File: src/rtl/scroll_char_feeder.sv
// Four-digit scrolling hex feeder: scans anodes with blanking dead time and presents the
// character of the enabled digit. Optional AUTO_SCROLL_EN adds a periodic self-advance.
module scroll_char_feeder #(
  parameter logic [63:0] MSG_INIT    = 64'h0123456789ABCDEF,
  parameter int          SCAN_DIV    = 16,
  parameter int          DEAD        = 2,
  parameter int          AUTO_PERIOD = 1024
) (
  input  logic       clk,
  input  logic       reset,
  input  logic       button,
  output logic [3:0] an,
  output logic [3:0] char,
  output logic       frame_start,
  output logic [3:0] ptr
);

  localparam int PW = (SCAN_DIV > 1) ? $clog2(SCAN_DIV) : 1;

  if (SCAN_DIV < DEAD + 2 || DEAD < 1 || AUTO_PERIOD < 2) begin : g_bad_param
    $error("scroll_char_feeder: illegal SCAN_DIV/DEAD/AUTO_PERIOD combination");
  end

  logic [3:0] w_msg [16];
  for (genvar gi = 0; gi < 16; gi++) begin : g_msg
    assign w_msg[gi] = MSG_INIT[63-4*gi -: 4];
  end

  logic [PW-1:0] r_ph;
  logic [1:0]    r_s;
  logic [3:0]    r_dptr;
  logic          r_btn_q;
  logic [3:0]    r_an;
  logic [3:0]    r_char;
  logic          r_fs;
  logic [3:0]    r_ptr;

  logic [PW-1:0] w_ph_nx;
  logic [1:0]    w_s_nx;
  logic          w_ph_wrap;
  logic          w_frame;
  logic [3:0]    w_idx;
  logic          w_step;
  logic          w_adv;

  // All decisions look at the next phase/slot so the registered outputs line up with them.
  assign w_ph_wrap = (r_ph == PW'(SCAN_DIV - 1));
  assign w_ph_nx   = w_ph_wrap ? '0 : r_ph + PW'(1);
  assign w_s_nx    = w_ph_wrap ? r_s + 2'd1 : r_s;
  assign w_frame   = w_ph_wrap && (w_s_nx == 2'd0);
  assign w_idx     = (w_frame ? r_ptr : r_dptr) + {2'b00, w_s_nx};
  assign w_step    = button & ~r_btn_q;

`ifdef AUTO_SCROLL_EN
  localparam int AW = (AUTO_PERIOD > 1) ? $clog2(AUTO_PERIOD) : 1;
  logic [AW-1:0] r_auto;
  logic          w_auto_wrap;

  assign w_auto_wrap = (r_auto == AW'(AUTO_PERIOD - 1));
  assign w_adv       = w_step | w_auto_wrap;

  // A press restarts the auto interval so the two sources never stack up.
  always_ff @(posedge clk or negedge reset) begin
    if (!reset)                     r_auto <= '0;
    else if (w_step || w_auto_wrap) r_auto <= '0;
    else                            r_auto <= r_auto + AW'(1);
  end
`else
  assign w_adv = w_step;
`endif

  always_ff @(posedge clk or negedge reset) begin
    if (!reset) begin
      r_ph    <= '0;
      r_s     <= 2'd0;
      r_dptr  <= 4'h0;
      r_btn_q <= 1'b0;
      r_an    <= 4'b1111;
      r_char  <= 4'h0;
      r_fs    <= 1'b0;
      r_ptr   <= 4'h0;
    end else begin
      r_ph    <= w_ph_nx;
      r_s     <= w_s_nx;
      r_btn_q <= button;
      r_fs    <= w_frame;
      r_an    <= (w_ph_nx < PW'(DEAD)) ? 4'b1111 : ~(4'b1000 >> w_s_nx);
      if (w_frame)   r_dptr <= r_ptr;
      if (w_ph_wrap) r_char <= w_msg[w_idx];
      if (w_adv)     r_ptr  <= r_ptr + 4'h1;
    end
  end

  assign an          = r_an;
  assign char        = r_char;
  assign frame_start = r_fs;
  assign ptr         = r_ptr;

endmodule

File: config.mk
export PLATFORM = sky130hd
export DESIGN_NAME = scroll_char_feeder
export DESIGN_NICKNAME = d
export VERILOG_FILES = /design/src/rtl/scroll_char_feeder.sv
export SDC_FILE = /design/constraint.sdc
export NUM_CORES = 1
export LEC_CHECK = 0
export ABC_AREA = 0
export BUFFER_PORTS_ARGS = -buffer_cell sky130_fd_sc_hd__buf_2
export CAP_MARGIN = 0
export CORE_AREA = 4 4 65 79
export DETAILED_ROUTE_END_ITERATION = 8
export DIE_AREA = 0 0 69 83
export PLACE_DENSITY_LB_ADDON = 0.3
export SLEW_MARGIN = 20
export SYNTH_ARGS = -nofsm -noshare
export SYNTH_HDL_FRONTEND = slang
export SYNTH_SLANG_ARGS = --single-unit
File: constraint.sdc
create_clock -name clk -period 5.1 [get_ports clk]
set_input_delay 0.255 -clock clk [delete_from_list [all_inputs] [get_ports clk]]
set_output_delay 0.255 -clock clk [all_outputs]
set_load 0.005 [all_outputs]
==> results.md <==
* Outcome: complete, no violations
* H-Tree Depth at 1
* Reg-to-reg critical path endpoint: char[3]$_DFFE_PN0N_
* Max_slew headroom at 65.3%
* Initial antenna violation count at 0
* All-layer global routing usage at 6.85%
* FF-to-FF Start: r_ph[0]$_DFF_PN0_
* HPWL after detailed placement at 1320 um
* Share of cells above drive strength 1 at 28.0%
* Total gr overflow at 0
* Critical Path End Type: register
* Sink Count at 24
* Net count, final at 116
* CTS tree: done
* Die Footprint at 0.00573 mm^2
* Die H at 83 um
* Clock buffer depth at 2
* Maximum vdd drop at 0.154 mV
* Post-route clock skew at 0.0101 ns
* Drt via density at 4.21
* Via count at 694
* Root Driver: clkbuf_8
* Post-CTS Resized at 0
* Startpoint types: register
* Core Rows at 27
* CTS clock-pin slew for the worst setup and hold paths at 0.09 ns
* Synth Area per Inst at 12.2 um^2
* Setup violators final at 0
* Fmax at 377 MHz
* Post-CTS Setup Inserts at 0
* Final WL at 1760 um
* IO Count at 16
* PwrDens at 327 mW/mm^2
* Hold depth at 1
* Tcrit/Tclk final at 52.0%
* DRC violations left at 0
* Hold Startpoint: button
* Worst setup path class: register to register
* Worst skew pair latency at 0.27 ns
* Total CTS buffers at 3
* Crit path arrival time at 2.81 ns
* R2R depth at 10
* Cells after Synth at 87
* Cell total after placement at 160
* Gpl congestion at 0.742
* Cell variety after synth at 30
* Fin. Hold Viols at 0
* Die X at 69 um
* Hold Crit Endpoint: r_btn_q$_DFF_PN0_
* Starting Density at 23.8%
* DR iter-0 viols at 29
* Critical path peak fanout at 6
* Worst Path Required at 5.26 ns
* Slew @ Worst Pin at 0.520 ns
* Routed len/inst at 10.7 um
* Core area at 0.00446 mm^2
* Area grow syn2layout at 20.0%
* Ys Warns at 0
* Syn nets at 95
* FF-to-FF setup slack at 2.45 ns
* Largest net degree at the start of global routing at 25
* RSZ-0062 raised after global routing: false
* FF+latch count, synth at 24
* Synthesized area at 0.00106 mm^2
* Slew Viols, Final at 0
* Number of global-route vias before repair at 673
* Max-cap check violation count at 0
* Total negative slack at 0 ns
* Leakage at 0.547 nW
* Worst min path class: primary input to register
* First-pass GRT wire length at 3140 um
* 1st-pass router iterations at 2
* Final non-filler cell total at 165
* Post-DRT Antenna Nets at 0
* PortBufs at 15
* # diodes at 0
* CTS Hold Bufs at 1
* Period minus WS final at 2.65 ns
* Post-synthesis sequential area ratio at 57.0%
-- cell usage in the layout (no fill, tap or decap), types with 2 or more instances in the layout --
cell type	instances
ha_1	4
nand2_1	11
dfstp_2	4
inv_1	5
buf_2	15
dfrtp_1	20
nor2_1	3
or3_1	2
o21ai_0	6
a21oi_1	3
xor2_1	3
xnor2_1	5
clkbuf_8	4
mux2_2	3
-- worst max-delay path, cell delays in order, from the launching register on --
cell and delay (ns):
dfrtp_1 0.40, ha_1 0.32, and3_1 0.34, nand2_1 0.12, xor2_1 0.26, inv_1 0.10, ha_1 0.30, a21oi_1 0.19
nand2b_1 0.15, xnor2_1 0.06, a221o_1 0.31
-- sequential cells by signal, indices dropped and copies added (netlist names) --
name         flops
an               4
char             4
frame_start      1
ptr              4
r_btn_q          1
r_dptr           4
r_ph             4
r_s              2
-- synthesized netlist by cell type, drive strengths merged --
library cell / n / area (um^2)
a21o: 1 / 7.51
a21oi: 3 / 15.0
a221o: 1 / 10.0
and3: 1 / 6.26
dfrtp: 20 / 500
dfstp: 4 / 105
fa: 1 / 20.0
ha: 4 / 50.1
inv: 5 / 18.8
mux2: 4 / 48.8
mux2i: 1 / 10.0
nand2: 12 / 52.6
nand2b: 1 / 6.26
nand3: 2 / 22.5
nand3b: 1 / 7.51
nand4: 1 / 6.26
nor2: 4 / 31.3
nor2b: 1 / 6.26
nor3: 1 / 5.00
o211ai: 1 / 7.51
o21ai: 7 / 35.0
o31ai: 1 / 7.51
or3: 2 / 12.5
xnor2: 5 / 43.8
xor2: 3 / 26.3
-- cell families after synthesis --
| logic type | after synthesis | synth area share [%] |
|---|---|---|
| flops | 24 | 57.0 |
| buf+inv | 5 | 1.77 |
| mux | 5 | 5.54 |
| simple gates | 26 | 14.7 |
| compound gates | 14 | 7.77 |
| fa+ha+maj | 5 | 6.60 |
| xor+xnor | 8 | 6.60 |
-- through the flow --
step           power (W)  hold slack, ns  area (um^2)  utilization (%)  setup slack, ns
3_5_place_dp    0.000293           0.268         1210             27.1             2.45
4_1_cts         0.000424          0.0942         1270             28.6             2.40
6_report        0.000417           0.101         1270             28.6             2.45
2_1_floorplan   0.000262         -0.0406         1060                -             2.74
3_3_place_gp    0.000291           0.262         1210             27.1             2.52
5_1_grt         0.000441          0.0863         1270             28.6             2.22
-- cell type report --
class,count,area [um^2]
Clock buffer,4,55.1
Fill cell,483,3180
Inverter,5,18.8
Multi-Input combinational cell,58,438
Sequential cell,24,606
Tap cell,58,72.6
Timing Repair Buffer,16,85.1
-- metal layers --
metal / share of wire, % / global-route usage [%] / vias to the layer above / wire, um
li1: - / - / 337 / -
met3: 5.5 / 3.27 / 2 / 97
met5: 0 / 0 / - / 0
met4: 1.1 / 2.13 / 0 / 19
met1: 42 / 7.49 / 343 / 735
met2: 52 / 11.6 / 12 / 910
-- worst max path at each step --
stage	cells after the start	endpoint	startpoint
6_report	10	char[3]$_DFFE_PN0N_	r_ph[0]$_DFF_PN0_
4_1_cts	10	char[3]$_DFFE_PN0N_	r_ph[0]$_DFF_PN0_
2_1_floorplan	10	char[3]$_DFFE_PN0N_	r_ph[0]$_DFF_PN0_
3_5_place_dp	10	char[3]$_DFFE_PN0N_	r_ph[0]$_DFF_PN0_
5_1_grt	10	char[3]$_DFFE_PN0N_	r_ph[0]$_DFF_PN0_
3_3_place_gp	10	char[3]$_DFFE_PN0N_	r_ph[0]$_DFF_PN0_
-- power breakdown --
part | total [W] | switching [W] | internal [W]
combinational | 0.0000560 | 0.0000233 | 0.0000327
clock | 0.000128 | 0.0000596 | 0.0000689
sequential | 0.000233 | 0.0000255 | 0.000207
Note: power is estimated with default switching activity, not from simulation.
